===== config.mk =====
export PLATFORM = sky130hd
export DESIGN_NAME = prog_loader
export DESIGN_NICKNAME = d
export VERILOG_FILES = /design/src/rtl/prog_loader.sv
export SDC_FILE = /design/constraint.sdc
export NUM_CORES = 1
export LEC_CHECK = 0
export CAP_MARGIN = 20
export CORE_AREA = 2 2 95 97
export DETAILED_ROUTE_END_ITERATION = 12
export DIE_AREA = 0 0 97 99
export GPL_TIMING_DRIVEN = 0
export PLACE_DENSITY = 0.54
export SETUP_SLACK_MARGIN = 0.3
export SYNTH_ARGS = -nofsm -noshare
export SYNTH_HDL_FRONTEND = slang
export SYNTH_SLANG_ARGS = --single-unit
export TNS_END_PERCENT = 5

===== constraint.sdc =====
create_clock -name sys_clk -period 5.75 [get_ports sys_clk]
set_clock_uncertainty 0.1 [all_clocks]
set_input_delay 0.575 -clock sys_clk [delete_from_list [all_inputs] [get_ports sys_clk]]
set_output_delay 0.575 -clock sys_clk [all_outputs]
set_load 0.02 [all_outputs]

===== src/rtl/prog_loader.sv =====
// prog_loader: serial program loader for the CPU's program-mode RAM port.
// Receives 8N1 UART bytes, decodes a load packet (0xA5, LEN, payload) and
// writes each payload byte to RAM as an address strobe followed by a data strobe.
// The core is held in program mode while a load is in progress.
// Optional feature: define PROG_LOADER_CSUM_EN to add a trailing checksum byte
// (8-bit sum of the payload). A mismatch aborts the load with error.
// Handshake: rx_valid / rx_ferr are single-cycle pulses from the receiver and
// carry no back-pressure. The byte spacing on the line guarantees that the write
// sequence has finished before the next pulse arrives. pm_addr_we and pm_data_we
// are single-cycle strobes that the RAM must capture on the next clock edge.
module prog_loader #(
  parameter int         CLKS_PER_BIT = 217,
  parameter logic [7:0] BASE_ADDR    = 8'h00
) (
  input  logic       sys_clk,
  input  logic       rst,
  input  logic       uart_rx,
  output logic       program_mode,
  output logic       pm_addr_we,
  output logic [7:0] pm_address,
  output logic       pm_data_we,
  output logic [7:0] pm_data,
  output logic       busy,
  output logic       done,
  output logic       error,
  output logic [2:0] dbg_state
);

  localparam int         CW        = $clog2(CLKS_PER_BIT);
  localparam logic [CW-1:0] BIT_LAST  = CW'(CLKS_PER_BIT - 1);
  localparam logic [CW-1:0] HALF_LAST = CW'(CLKS_PER_BIT / 2 - 1);
  localparam logic [7:0] SYNC_BYTE = 8'hA5;

  typedef enum logic [1:0] {
    RX_IDLE  = 2'd0,
    RX_START = 2'd1,
    RX_DATA  = 2'd2,
    RX_STOP  = 2'd3
  } rx_state_t;

  typedef enum logic [2:0] {
    S_IDLE    = 3'd0,
    S_LEN     = 3'd1,
    S_DATA    = 3'd2,
    S_WR_ADDR = 3'd3,
    S_WR_DATA = 3'd4,
`ifdef PROG_LOADER_CSUM_EN
    S_CSUM    = 3'd7,
`endif
    S_FIN     = 3'd5,
    S_ERR     = 3'd6
  } state_t;

  // ---------------------------------------------------------------------------
  // UART receiver
  // ---------------------------------------------------------------------------
  logic            r_rx_meta;
  logic            r_rx_sync;
  logic            r_rx_prev;
  rx_state_t       r_rx_state;
  rx_state_t       w_rx_next;
  logic [CW-1:0]   r_cnt;
  logic [2:0]      r_bit_idx;
  logic [7:0]      r_shift;
  logic            r_rx_valid;
  logic            r_rx_ferr;
  logic            w_bit_end;
  logic            w_half_end;

  assign w_bit_end  = (r_cnt == BIT_LAST);
  assign w_half_end = (r_cnt == HALF_LAST);

  // Two-flop synchroniser plus previous-value register for falling-edge detection
  always_ff @(posedge sys_clk or negedge rst) begin
    if (!rst) begin
      r_rx_meta <= 1'b1;
      r_rx_sync <= 1'b1;
      r_rx_prev <= 1'b1;
    end else begin
      r_rx_meta <= uart_rx;
      r_rx_sync <= r_rx_meta;
      r_rx_prev <= r_rx_sync;
    end
  end

  // Receiver state register
  always_ff @(posedge sys_clk or negedge rst) begin
    if (!rst) r_rx_state <= RX_IDLE;
    else      r_rx_state <= w_rx_next;
  end

  // Receiver next state: start re-checked at half bit, data and stop sampled mid-bit
  always_comb begin
    w_rx_next = r_rx_state;
    case (r_rx_state)
      RX_IDLE:  if (r_rx_prev && !r_rx_sync) w_rx_next = RX_START;
      RX_START: if (w_half_end) w_rx_next = r_rx_sync ? RX_IDLE : RX_DATA;
      RX_DATA:  if (w_bit_end && (r_bit_idx == 3'd7)) w_rx_next = RX_STOP;
      RX_STOP:  if (w_bit_end) w_rx_next = RX_IDLE;
      default:  w_rx_next = RX_IDLE;
    endcase
  end

  // Receiver datapath: bit timer, bit index, LSB-first shift, result pulses
  always_ff @(posedge sys_clk or negedge rst) begin
    if (!rst) begin
      r_cnt      <= '0;
      r_bit_idx  <= 3'd0;
      r_shift    <= 8'h00;
      r_rx_valid <= 1'b0;
      r_rx_ferr  <= 1'b0;
    end else begin
      r_rx_valid <= 1'b0;
      r_rx_ferr  <= 1'b0;
      if ((r_rx_state == RX_IDLE) || (w_rx_next != r_rx_state)) begin
        r_cnt <= '0;
      end else if (w_bit_end) begin
        r_cnt <= '0;
      end else begin
        r_cnt <= r_cnt + 1'b1;
      end
      if (r_rx_state == RX_START) begin
        r_bit_idx <= 3'd0;
      end
      if ((r_rx_state == RX_DATA) && w_bit_end) begin
        r_shift   <= {r_rx_sync, r_shift[7:1]};
        r_bit_idx <= r_bit_idx + 3'd1;
      end
      if ((r_rx_state == RX_STOP) && w_bit_end) begin
        r_rx_valid <= r_rx_sync;
        r_rx_ferr  <= ~r_rx_sync;
      end
    end
  end

  // ---------------------------------------------------------------------------
  // Packet FSM
  // ---------------------------------------------------------------------------
  state_t      r_state;
  state_t      w_state_next;
  logic [7:0]  r_len;
  logic [7:0]  r_idx;
  logic [7:0]  r_pm_address;
  logic [7:0]  r_pm_data;
  logic        r_done;
  logic        r_error;
  logic        w_last;
`ifdef PROG_LOADER_CSUM_EN
  logic [7:0]  r_sum;
`endif

  // LEN of 0 encodes 256: r_len - 1 wraps to 0xFF, matching the final index
  assign w_last = (r_idx == (r_len - 8'd1));

  // Packet state register
  always_ff @(posedge sys_clk or negedge rst) begin
    if (!rst) r_state <= S_IDLE;
    else      r_state <= w_state_next;
  end

  // Packet next state: sync hunt in IDLE only, framing errors abort an active load
  always_comb begin
    w_state_next = r_state;
    case (r_state)
      S_IDLE: begin
        if (r_rx_valid && (r_shift == SYNC_BYTE)) w_state_next = S_LEN;
      end
      S_LEN: begin
        if (r_rx_ferr)       w_state_next = S_ERR;
        else if (r_rx_valid) w_state_next = S_DATA;
      end
      S_DATA: begin
        if (r_rx_ferr)       w_state_next = S_ERR;
        else if (r_rx_valid) w_state_next = S_WR_ADDR;
      end
      S_WR_ADDR: w_state_next = S_WR_DATA;
      S_WR_DATA: begin
        if (w_last) begin
`ifdef PROG_LOADER_CSUM_EN
          w_state_next = S_CSUM;
`else
          w_state_next = S_FIN;
`endif
        end else begin
          w_state_next = S_DATA;
        end
      end
`ifdef PROG_LOADER_CSUM_EN
      S_CSUM: begin
        if (r_rx_ferr)       w_state_next = S_ERR;
        else if (r_rx_valid) w_state_next = (r_shift == r_sum) ? S_FIN : S_ERR;
      end
`endif
      S_FIN:   w_state_next = S_IDLE;
      S_ERR:   w_state_next = S_IDLE;
      default: w_state_next = S_IDLE;
    endcase
  end

  // Packet datapath: length, index, write address/data, status levels, running sum
  always_ff @(posedge sys_clk or negedge rst) begin
    if (!rst) begin
      r_len        <= 8'h00;
      r_idx        <= 8'h00;
      r_pm_address <= 8'h00;
      r_pm_data    <= 8'h00;
      r_done       <= 1'b0;
      r_error      <= 1'b0;
`ifdef PROG_LOADER_CSUM_EN
      r_sum        <= 8'h00;
`endif
    end else begin
      if ((r_state == S_IDLE) && (w_state_next == S_LEN)) begin
        r_done  <= 1'b0;
        r_error <= 1'b0;
      end
      if (w_state_next == S_FIN) r_done  <= 1'b1;
      if (w_state_next == S_ERR) r_error <= 1'b1;
      if ((r_state == S_LEN) && r_rx_valid) begin
        r_len <= r_shift;
        r_idx <= 8'h00;
`ifdef PROG_LOADER_CSUM_EN
        r_sum <= 8'h00;
`endif
      end
      if ((r_state == S_DATA) && r_rx_valid) begin
        r_pm_data    <= r_shift;
        r_pm_address <= BASE_ADDR + r_idx;
`ifdef PROG_LOADER_CSUM_EN
        r_sum        <= r_sum + r_shift;
`endif
      end
      if (r_state == S_WR_DATA) begin
        r_idx <= r_idx + 8'd1;
      end
    end
  end

  // Outputs decode directly from the state register, so reset clears them at once
  assign program_mode = (r_state == S_LEN) || (r_state == S_DATA) ||
                        (r_state == S_WR_ADDR) || (r_state == S_WR_DATA)
`ifdef PROG_LOADER_CSUM_EN
                        || (r_state == S_CSUM)
`endif
                        ;
  assign busy       = program_mode;
  assign pm_addr_we = (r_state == S_WR_ADDR);
  assign pm_data_we = (r_state == S_WR_DATA);
  assign pm_address = r_pm_address;
  assign pm_data    = r_pm_data;
  assign done       = r_done;
  assign error      = r_error;
  assign dbg_state  = r_state;

endmodule

Word-level counts from Yosys, hierarchy flattened

Index checks and enable logic that the tools add are counted.

Register bits after elaboration: 63
Bits in latches: 0
RAM bits: 0
Memory bits (read-only): 0
Word-level logic and storage cells: 80
Memories kept: 0

Add/sub/neg operators: 4
Multiply operators: 0
Divide/modulo/power cells: 0
$lt $le $gt $ge: 0
Eq/ne operators: 16
Shifts and indexed selects: 0
Multiplexer cells: 24
Bitwise logic cells: 1
Reductions and logical operators: 19

Operators by type and width:

| cell                                                                  | number |
|---|---|
| 8-bit 2-to-1 mux                                                      | 4 |
| 3-bit 2-to-1 mux                                                      | 8 |
| 8-bit by 1-bit adder with 8-bit output, second input constant         | 2 |
| 8-bit equality test, second input constant                            | 2 |
| 3-bit case mux with 5 select lines                                    | 1 |
| 3-bit equality test, second input constant                            | 4 |
| 2-bit 2-to-1 mux                                                      | 5 |
| 8-bit by 7-bit equality test with 1-bit output, second input constant | 1 |
| 8-bit equality test                                                   | 1 |
| 1-bit logical AND                                                     | 8 |
| 2-bit case mux with 4 select lines                                    | 1 |
| 2-bit nonzero test                                                    | 4 |
| 8-bit by 1-bit subtractor with 8-bit output, second input constant    | 1 |
| 3-bit by 1-bit equality test with 1-bit output, second input constant | 2 |
| 3-bit by 2-bit equality test with 1-bit output, second input constant | 2 |
| 1-bit 2-to-1 mux                                                      | 5 |
| 2-bit equality test, second input constant                            | 2 |
| 1-bit logical OR                                                      | 4 |
| 3-bit by 1-bit adder with 3-bit output, second input constant         | 1 |
| 3-bit logical NOT                                                     | 1 |
| 2-bit by 1-bit equality test with 1-bit output, second input constant | 1 |
| 2-bit logical NOT                                                     | 1 |
| 2-bit inequality test                                                 | 1 |
| 1-bit logical NOT                                                     | 1 |
| 1-bit inverter                                                        | 1 |

Logic depth before layout (Yosys ltp)

Gate-level depths: netlist of the first run.

Word-level depth: 8
Depth in mapped cells: 7
Depth with buffers taken out: 7

Worst setup path after synthesis of the first run

OpenSTA, ideal clock, no wires.

Path kind: register -> register
Start: register r_cnt[2]
End: register r_shift[0]
Setup time: 0.125 ns
Arrival: 1.935 ns
Required time: 5.525 ns
Slack: 3.591 ns
Cell stages (with the launch flop): 6
Cells stage by stage: dfrtp_1 nand3b_1 or4b_1 buf_6 nor3b_4 mux2_2

Word-level cells in the longest chain between the ends: 2

Ends and longest elaborated chain:

| item                   | line | RTL |
|---|---|---|
| from (decl)            | 62   | `logic [CW-1:0] r_cnt;` |
| from (signal assigned) | 120  | `r_cnt <= r_cnt + 1'b1;` |
| 8-bit equality test    | 70   | `assign w_bit_end = (r_cnt == BIT_LAST);` |
| 1-bit logical AND      | 125  | `if ((r_rx_state == RX_DATA) && w_bit_end) begin` |
| to (signal assigned)   | 126  | `r_shift <= {r_rx_sync, r_shift[7:1]};` |
| to (decl)              | 64   | `logic [7:0] r_shift;` |

No other way between the ends.
A chain may end at the register's enable or synchronous reset.

Final worst setup path of the first run

Start: register r_state[0] (netlist: dbg_state[0])
End: output port pm_data_we

Word-level cells in the longest chain between the ends: 1

Ends and longest elaborated chain:

| item                   | line | RTL |
|---|---|---|
| from (decl)            | 139  | `state_t r_state;` |
| from (signal assigned) | 158  | `else r_state <= w_state_next;` |
| 3-bit equality test    | 248  | `assign pm_data_we = (r_state == S_WR_DATA);` |
| to (decl)              | 21   | `output logic pm_data_we,` |

No other way between the ends.

==> metrics.md, run 1 <==
| Metric | Value |
|---|---|
| Status | `finished, final reports clean` |
| Vias per Instance | `4.85` |
| Vias in the first global route | `2040` |
| Die H | `99 µm` |
| Sequential share of the synthesized area | `53.4%` |
| Path type of the worst setup path | `flop to output port` |
| Highest Clock Rate | `0.364 GHz` |
| Final Wtd Congestion | `0.859` |
| N_diodes | `0` |
| H-tree levels | `3` |
| Met1 wire length | `2.69 mm` |
| Die outline width | `97 µm` |
| DR top layer | `met4` |
| P&R area growth vs syn | `20.7%` |
| Flops & latches, synth | `63` |
| Synth area leaders | `dfrtp_1 51%, mux2_2 9.1%, nand2_1 4.1%` |
| Global-route wire length before repair | `9.83 mm` |
| Hold_buf cts | `0` |
| Asr flop ratio synth | `100%` |
| Fin util | `41.8%` |
| Remaining antenna violation count | `0` |
| Post-Synthesis Mean Instance Area | `11.1 µm²` |
| RSZ-0062 raised after global routing | `false` |
| Cells after Synth | `267` |
| Yosys warning total | `0` |
| Metal3 WL | `193 µm` |
| Maximum vdd drop | `0.185 mV` |
| Relative slew slack | `47.6%` |
| CP arrival | `2070 ps` |
| Cell taking the most area after synthesis | `dfrtp_1` |
| Fillcell total | `840` |
| Critical Path Max Stage Delay | `630 ps` |
| Residual DRC | `0` |
| Top cell type's share of synthesized area | `50.7%` |
| WP buf/inv | `2` |
| Max_cap viols | `0` |
| DP HPWL | `3.96 mm` |
| Antenna violations before repair | `0` |
| Initial DRC Count | `62` |
| Initial Util | `34.6%` |
| Mux cell area share after synthesis | `10.5%` |
| LEAKAGE | `1.63 nW` |
| Power Total | `0.000944 W` |
| Root Driver | `clkbuf_8` |
| CP max-delay cell | `clkdlybuf4s50_1` |
| Worst-margin pin slew | `786 ps` |
| Post-Synth XOR/XNOR Area | `5.33%` |
| Max Buffers Root-to-Sink | `2` |
| Synth cell types | `47` |
| WL met2 | `2.77 mm` |
| Die area | `9600 µm²` |
| Synth Area in Compound Gates | `7.95%` |
| Layout Nets | `314` |
| Layout cells sized above 1 | `16.1%` |
| Adder-cell share of the synthesized area | `2.88%` |
| Final setup fails | `0` |
| Row count | `34` |
| R2R setup slack | `3300 ps` |
| CTS Buf Count | `9` |
| Clock insertion delay at the later pin of the skew report | `340 ps` |
| IO Count | `28` |
| Top delay family on crit path | `buffers and inverters` |
| Worst Hold Class | `input port to asynchronous set/reset pin` |
| Post-Syn Nets | `276` |
| TritonCTS Sinks | `63` |
| Worst-path clk slew | `60 ps` |
| Period Utilization, post-route | `47.8%` |
| Total Wirelength | `5.76 mm` |
| Ys flop type | `dfrtp_1` |
| Core footprint | `8550 µm²` |
| Multi-input gate area | `1290 µm²` |
| Port bufs | `27` |
| CP Capture Type | `output port` |
| CTS tree | `yes` |
| Main combinational cell family by area after synthesis | `simple AND/OR/NAND/NOR gates` |
| Max FO, Critical Path | `8` |
| Largest net degree at the start of global routing | `64` |
| GRT Total Usage | `13.0%` |
| Startpoint types | `flop` |
| PwrDens | `264 nW/µm²` |
| Detailed Routing Iterations Pass 1 | `4` |
| Max-slew violation count | `0` |
| Post-CTS Resized | `0` |
| Synthesized area | `2960 µm²` |
| CP required | `5080 ps` |
| Final TNS setup | `0 ps` |
| Final WS setup | `3000 ps` |
| Final Hold Fails | `0` |
| Global route overflow | `0` |
| Via count | `2026` |
| Sequential cell area | `1580 µm²` |
| Post-synth EDFFs | `0` |
| Dpl ws | `3310 ps` |
| Final Critical Period | `2750 ps` |
| WL/cell | `13.8 µm` |
| CP Cell Sequence | `nor2_1 -> nand2_1 -> inv_1 -> clkdlybuf4s50_1` |
| Post-synthesis simple-gate area fraction | `17.0%` |
| Post-CTS setup buffer count | `0` |
-- flip-flops by register name, summed over array words and instances (netlist names) --
register    cells
pm_data         8
r_idx           8
r_rx_prev       1
r_len           8
r_rx_meta       1
error           1
r_shift         8
dbg_state       3
r_rx_valid      1
r_rx_ferr       1
pm_address      8
done            1
r_bit_idx       3
r_cnt           8
r_rx_sync       1
r_rx_state      2
-- placed cells by master (no fill, tap or decap), drive strengths merged, types with 5 or more instances in the layout --
cell            n
inv            12
xnor2           9
nor2           20
nand2b          5
ha              6
dfrtp          60
nand2          32
clkbuf         20
and3            5
mux2           24
nor3            5
nor3b           5
nand3           9
xor2            9
clkdlybuf4s50  26
o21ai          12
-- through the flow --
stage | hold slack, ps | area (µm²) | instances
floorplan | 179 | 2960 | 267
global placement | 247 | 3360 | 402
detailed placement | 247 | 3360 | 402
CTS | 252 | 3570 | 418
global route | 262 | 3570 | 418
finish | 224 | 3570 | 418
-- power by group --
part,total (W),internal [W],switching [W]
registers,0.000483,0.000463,0.0000199
clock network,0.000400,0.000236,0.000164
logic,0.0000615,0.0000258,0.0000356
-- Yosys cell counts (2+ instances only) --
cell and count:
ha_1 6, nor3_1 5, nand2b_1 5, nor4_1 2, nand3b_1 2, nor3b_1 4
o21ai_0 12, mux2i_1 4, nand4bb_1 2, mux2_2 24, nand2_1 32, and3_1 5
nand3_1 9, xnor2_1 9, o22ai_1 3, a21o_1 3, o22a_2 2, clkbuf_1 6
a21oi_1 4, nor2_1 20, inv_1 12, a211oi_1 2, xor2_1 9, dfrtp_1 60
dfstp_2 3
-- cell type report --
class | count | area share [%]
flip-flops and latches | 63 | 44.2
multi-input cells | 184 | 36.2
repair buffers | 27 | 7.50
clock buffers | 14 | 4.83
well taps | 108 | 3.78
inverters | 12 | 1.26
plain buffers | 8 | 1.16
clock inverters | 2 | 1.05
-- routing by layer --
layer | global-route usage, % | up-vias
li1 | - | 1011
met2 | 21.0 | 25
met4 | 5.53 | 0
met1 | 15.7 | 982
met3 | 4.96 | 8
met5 | 0 | -
-- kinds of logic (layout without fill, tap and decap cells) --
kind of cell / Yosys count / in the layout
xor+xnor: 18 / 18
buf+inv: 20 / 63
fa+ha+maj: 7 / 7
compound gates: 34 / 34
flops: 63 / 63
mux: 28 / 28
simple gates: 97 / 97
-- worst paths after layout --
| kind | start | to | cells after the start |
|---|---|---|---|
| hold / removal | rst | pm_address[4] | 1 |
| min in group sys_clk | r_rx_meta | r_rx_sync | 0 |
| setup reg to reg | dbg_state[2] | pm_address[2] | 4 |
| setup / recovery | dbg_state[0] | pm_data_we | 4 |
| max in group asynchronous | rst | pm_address[3] | 1 |
| hold reg to reg | r_rx_meta | r_rx_sync | 0 |
(Power assumes the default switching activity.)
==> run 2, diff against run 1 <==
--- a/config.mk
+++ b/config.mk
@@ -10,7 +10,7 @@
 export DETAILED_ROUTE_END_ITERATION = 12
 export DIE_AREA = 0 0 97 99
 export GPL_TIMING_DRIVEN = 0
-export PLACE_DENSITY = 0.54
+export PLACE_DENSITY = 0.56
 export SETUP_SLACK_MARGIN = 0.3
 export SYNTH_ARGS = -nofsm -noshare
 export SYNTH_HDL_FRONTEND = slang
==> constraint.sdc (replaced) <==
create_clock -name sys_clk -period 2.4 [get_ports sys_clk]
set_clock_uncertainty 0.1 [all_clocks]
set_input_delay 0.24 -clock sys_clk [delete_from_list [all_inputs] [get_ports sys_clk]]
set_output_delay 0.24 -clock sys_clk [all_outputs]
set_load 0.02 [all_outputs]
==> run 2 against run 1 <==
Net effect:
- register-to-register slack got worse by 3100 ps
- final cell count rose by 0.96%
- critical endpoint is now r_shift[1]
- core utilization rose by 0.35 points
- wire length fell by 1.1%
- sequential power rose by 140%
- critical path depth rose by 2
- via count rose by 1.5%
- global-route usage fell by 0.64 points
- non-clock buffer count rose by 4
- sequential cell count did not move
- sequential share of layout area fell by 0.37 points
- first-iteration DRC count rose by 21%
==> metrics.md, run 2 (synthesis results as in run 1) <==
| Metric | Value |
|---|---|
| Initial Util | `34.6% (unchanged)` |
| Post-route cell area | `3600 µm² (+0.84%)` |
| Status | `finished, final reports clean` |
| Pint | `0.00159 W (+120%)` |
| Initial DRC Count | `75 (+21%)` |
| P&R area growth vs syn | `21.7%` |
| Relative slew slack | `47.3% (-0.28 points)` |
| GRT Total Usage | `12.4% (-0.64 points)` |
| Combinational share of power | `8.3% (+1.8 points)` |
| Hold Path Depth | `1` |
| N_diodes | `0 (unchanged)` |
| Final Hold Fails | `0 (unchanged)` |
| Die outline width | `97 µm (unchanged)` |
| H-tree levels | `3 (unchanged)` |
| Row count | `34 (unchanged)` |
| Remaining antenna violation count | `0 (unchanged)` |
| WHS | `208 ps (-16.0 ps)` |
| CTS tree | `yes` |
| Clock network fraction of total power | `37.0% (-5.4 points)` |
| Die H | `99 µm (unchanged)` |
| Die area | `9600 µm² (unchanged)` |
| Layout Nets | `318 (+1.3%)` |
| Startpoint types | `flop` |
| IO Count | `28 (unchanged)` |
| LEAKAGE | `1.67 nW (+2.1%)` |
| Largest net degree at the start of global routing | `64 (unchanged)` |
| Most frequent cells in the layout | `60 x dfrtp_1, 31 x nand2_1, 24 x mux2_2, 24 x clkdlybuf4s50_1, 18 x nor2_1` |
| Hold Startpoint | `uart_rx` |
| Sw Ratio | `24.6% (+1.4 points)` |
| Max Buffers Root-to-Sink | `2 (unchanged)` |
| DP HPWL | `3.89 mm (-1.8%)` |
| Worst r2r src | `r_cnt[2]` |
| Final setup fails | `0 (unchanged)` |
| Vias per Instance | `4.87 (+0.57%)` |
| Worst-path clk slew | `60 ps (about the same)` |
| Reg power frac | `54.7% (+3.6 points)` |
| Via count | `2057 (+1.5%)` |
| Worst-margin pin slew | `790 ps (+4.17 ps)` |
| Commonest non-fill, non-tap cell in the layout | `dfrtp_1` |
| Clock insertion delay at the later pin of the skew report | `340 ps (about the same)` |
| Max-slew violation count | `0 (unchanged)` |
| Worst Hold Class | `input port to flop` |
| Placed Instance Area | `3360 µm² (unchanged)` |
| Path type of the worst setup path | `flop to flop` |
| Period Utilization, post-route | `90.9%` |
| TritonCTS Sinks | `63 (unchanged)` |
| Final Wtd Congestion | `0.830 (-3.3%)` |
| Global route overflow | `0 (unchanged)` |
| Port bufs | `27 (unchanged)` |
| CP arrival | `2300 ps (+230 ps)` |
| FF-to-FF path depth | `6 (+2)` |
| Core footprint | `8550 µm² (unchanged)` |
| Dpl ws | `-39.8 ps (-3350 ps)` |
| RSZ-0062 raised after global routing | `true` |
| Switch Pwr | `0.000519 W (+140%)` |
| PwrDens | `587 nW/µm² (+120%)` |
| Global-route wire length before repair | `9.47 mm (-3.6%)` |
| Final WS setup | `219 ps (-2780 ps)` |
| Highest Clock Rate | `0.459 GHz` |
| Max_cap viols | `0 (unchanged)` |
| Worst Setup SP | `r_cnt[2]` |
| Antenna violations before repair | `0 (unchanged)` |
| Root Driver | `clkbuf_8` |
| Maximum vdd drop | `0.480 mV (+160%)` |
| CP Capture Type | `flop` |
| WL/cell | `13.5 µm (-2.1%)` |
| Max FO, Critical Path | `8 (unchanged)` |
| CTS Buf Count | `9 (unchanged)` |
| Residual DRC | `0 (unchanged)` |
| CP required | `2520 ps (-2560 ps)` |
| Total Wirelength | `5.70 mm (-1.1%)` |
| Layout cells sized above 1 | `17.8% (+1.7 points)` |
| Final Critical Period | `2180 ps` |
| Detailed Routing Iterations Pass 1 | `4 (unchanged)` |
| Fillcell total | `827 (-1.5%)` |
| Vias in the first global route | `1974 (-3.2%)` |
-- run 2: cell types whose count changed in the layout (fill, tap and decap cells not counted), moves of 2 or more --
cell	previous run	this run
clkbuf_8	12	10
nor2_2	0	2
clkdlybuf4s50_1	26	24
buf_4	2	4
clkbuf_1	8	10
nor2_1	20	18
-- run 2: metal layers --
| layer | GRT usage (%) | share of wire [%] |
|---|---|---|
| met1 | 14.5 | 44 |
| met2 | 21.4 | 51 |
| met3 | 3.97 | 3.5 |
| met4 | 4.55 | 1.6 |
| met5 | 0 | 0 |
-- run 2: layout make-up --
class | instances | area [µm²] | area share (%)
flip-flops and latches | 63 | 1580 | 43.9
multi-input cells | 184 | 1320 | 36.7
repair buffers | 31 | 314 | 8.72
clock buffers | 15 | 156 | 4.34
well taps | 108 | 135 | 3.75
inverters | 12 | 45.0 | 1.25
plain buffers | 8 | 42.5 | 1.18
clock inverters | 1 | 5.00 | 0.139
-- run 2: power by group through the flow --
stage / clock network, W / logic, W / registers (W)
global placement: 0 / 0.000149 / 0.00118
CTS: 0.000818 / 0.000155 / 0.00116
finish: 0.000783 / 0.000175 / 0.00116
floorplan: 0 / 0.000107 / 0.00117
detailed placement: 0 / 0.000153 / 0.00118
global route: 0.000860 / 0.000206 / 0.00116
-- run 2: final timing paths --
check	to	slack, ps
worst min-delay path	r_rx_meta	210
max in group asynchronous	pm_data[2]	1250
worst max-delay path	r_shift[1]	220
min in group asynchronous	pm_address[7]	430
worst max register to register	r_shift[1]	220
worst min register to register	r_rx_sync	260
-- run 2: through the flow --
step                std cells  TNS, ps  power, W  util, %
detailed placement        402     -358   0.00133     39.3
finish                    422        0   0.00211     42.1
floorplan                 267        0   0.00127        -
CTS                       419        0   0.00213     41.4
global route              422        0   0.00223     42.1
global placement          402   -73140   0.00133     39.3
-- run 2: worst max-delay path: stages (launching register included) --
cell	delay [ps]
dfrtp_1	410
nand3b_1	200
or4b_1	490
buf_6	160
nor3b_4	220
buf_12	150
mux2_2	330
-- run 2: repair_timing --
| action | 4_1_cts | 5_1_grt |
|---|---|---|
| endpoints found under the hold margin | 60 | 0 |
| resized for setup | 3 | 8 |
| setup buffers | 0 | 3 |
| hold buffers | 1 | 0 |
| pin swaps | 0 | 2 |
| setup endpoints to repair | 25 | 34 |
==> run 3, diff against run 2 <==
--- a/config.mk
+++ b/config.mk
@@ -5,10 +5,9 @@
 export SDC_FILE = /design/constraint.sdc
 export NUM_CORES = 1
 export LEC_CHECK = 0
-export CAP_MARGIN = 20
-export CORE_AREA = 2 2 95 97
+export CORE_AREA = 5 5 98 100
 export DETAILED_ROUTE_END_ITERATION = 12
-export DIE_AREA = 0 0 97 99
+export DIE_AREA = 0 0 103 105
 export GPL_TIMING_DRIVEN = 0
 export PLACE_DENSITY = 0.56
 export SETUP_SLACK_MARGIN = 0.3
==> run 3 against run 2 <==
Net effect:
- count of clock-buffer cells in the layout decreased by 6
- wire length increased by 2.8%
- clock power increased by 16%
- sequential cell count unchanged
- sequential share of layout area decreased by 0.27 points
- register-to-register slack got worse by 70 ps
- first-iteration DRC count increased by 4.0%
- largest cell class unchanged
- largest power group unchanged
==> metrics.md, run 3 (synthesis results as in run 1) <==
| Metric | Value |
|---|---|
| Status | `finished, final reports clean` |
| Fin util | `42.2% (+0.054 points)` |
| CP Cell Sequence | `nand3b_1 -> or4b_1 -> buf_6 -> nor3b_4 -> buf_12 -> mux2_2` |
| Largest net degree at the start of global routing | `64 (unchanged)` |
| Hold Startpoint | `uart_rx` |
| Final Wtd Congestion | `0.774 (-6.8%)` |
| Remaining antenna violation count | `0 (unchanged)` |
| Worst r2r src | `r_cnt[2]` |
| Highest Clock Rate | `0.444 GHz (-3.2%)` |
| Worst-path clk slew | `70 ps (about the same)` |
| WHS | `210 ps (+2.06 ps)` |
| Initial Util | `34.4% (-0.17 points)` |
| Final TNS setup | `0 ps (unchanged)` |
| H-tree levels | `3 (unchanged)` |
| FF-to-FF path depth | `6 (unchanged)` |
| Residual DRC | `0 (unchanged)` |
| Clock insertion delay at the later pin of the skew report | `340 ps (about the same)` |
| RSZ-0062 raised after global routing | `true` |
| Relative slew slack | `46.5% (-0.78 points)` |
| Final setup fails | `0 (unchanged)` |
| GRT Total Usage | `11.9% (-0.48 points)` |
| Vias in the first global route | `2142 (+8.5%)` |
| Initial DRC Count | `78 (+4.0%)` |
| Startpoint types | `flop` |
| Critical Path Max Stage Delay | `550 ps (+60 ps)` |
| Die outline width | `103 µm (+6.2%)` |
| Maximum vdd drop | `0.494 mV (+2.8%)` |
| Die area | `10800 µm² (+13%)` |
| RR Endpoint | `r_shift[0]` |
| Global route overflow | `0 (unchanged)` |
| WL/cell | `13.9 µm (+2.8%)` |
| Hold path endpoint | `r_rx_meta` |
| Root Driver | `clkbuf_8` |
| CP max-delay cell | `or4b_1` |
| Max-slew violation count | `0 (unchanged)` |
| Via count | `2070 (+0.63%)` |
| Port bufs | `27 (unchanged)` |
| Final Critical Period | `2250 ps (+71.3 ps)` |
| CP arrival | `2370 ps (+70 ps)` |
| Core footprint | `8590 µm² (+0.50%)` |
| Antenna violations before repair | `0 (unchanged)` |
| DP HPWL | `4.08 mm (+4.8%)` |
| TritonCTS Sinks | `63 (unchanged)` |
| R2R setup slack | `150 ps (-70 ps)` |
| Vias per Instance | `4.91 (+0.63%)` |
| Worst Hold Class | `input port to flop` |
| Worst-margin pin slew | `802 ps (+11.7 ps)` |
| Commonest non-fill, non-tap cell in the layout | `dfrtp_1` |
| Max Buffers Root-to-Sink | `2 (unchanged)` |
| Layout Nets | `318 (unchanged)` |
| CTS tree | `yes` |
| Final Hold Fails | `0 (unchanged)` |
| Detailed Routing Iterations Pass 1 | `4 (unchanged)` |
| P&R area growth vs syn | `22.5%` |
| Worst Setup SP | `r_cnt[2]` |
| Global-route wire length before repair | `10.2 mm (+7.5%)` |
| Period Utilization, post-route | `93.8% (+3.0 points)` |
| Total Wirelength | `5.86 mm (+2.8%)` |
| IO Count | `28 (unchanged)` |
| LEAKAGE | `1.68 nW (+0.85%)` |
| PwrDens | `616 nW/µm² (+4.9%)` |
| Max FO, Critical Path | `8 (unchanged)` |
| Hold Path Depth | `1 (unchanged)` |
| Most frequent cells in the layout | `60 x dfrtp_1, 31 x nand2_1, 24 x mux2_2, 24 x clkdlybuf4s50_1, 18 x nor2_1` |
| CTS Buf Count | `9 (unchanged)` |
| Die H | `105 µm (+6.1%)` |
| Layout cells sized above 1 | `19.4% (+1.6 points)` |
| Row count | `34 (unchanged)` |
| Path type of the worst setup path | `flop to flop` |
| N_diodes | `0 (unchanged)` |
| CP required | `2520 ps (about the same)` |
| CP Capture Type | `flop` |
| Max_cap viols | `0 (unchanged)` |
## run 3: layout make-up
class	instances	area (µm²)
fillers	831	4970
repair buffers	31	314
plain buffers	8	42.5
clock inverters	7	72.6
inverters	12	45.0
clock buffers	9	124
flip-flops and latches	63	1580
multi-input cells	184	1310
well taps	108	135
## run 3: timing repair
item | in CTS | in global routing
resized for setup | 3 | 6
endpoints found under the setup margin | 24 | 37
gates cloned | 0 | 0
setup buffers | 0 | 3
hold buffers | 1 | 0
hold endpoints to repair | 60 | 0
pin swaps | 0 | 1
## run 3: layer usage
metal,track usage (%),up-vias,share of wire (%)
met2,20.3,23,51
met1,13.9,1020,44
li1,-,1020,-
met5,0,-,0
met3,4.53,7,3.4
met4,3.05,0,1.1
## run 3: critical path, delay by kind of cell, from the launching register on
kind | cells | cell delay [ps]
simple gates | 3 | 980
flops | 1 | 420
mux | 1 | 330
buf+inv | 2 | 310
## run 3: per-stage QoR
step	total power, W	instances	setup WS, ps	cell area, µm²
floorplan	0.00127	267	241	2960
global placement	0.00133	402	-1190	3360
detailed placement	0.00133	402	-86.4	3360
CTS	0.00226	419	39.0	3570
global route	0.00237	422	73.1	3620
finish	0.00223	422	148	3620
## run 3: worst max path at each step
stage / to / depth (start not counted)
CTS: r_shift[0] / 5
floorplan: r_shift[0] / 5
detailed placement: pm_data[5] / 4
global route: r_shift[7] / 6
finish: r_shift[0] / 6
global placement: r_cnt[3] / 1
## run 3: where the power goes
group	internal, W	total, W	switching, W
Combinational	0.0000796	0.000172	0.0000923
Sequential	0.00111	0.00115	0.0000464
Clock	0.000480	0.000905	0.000425
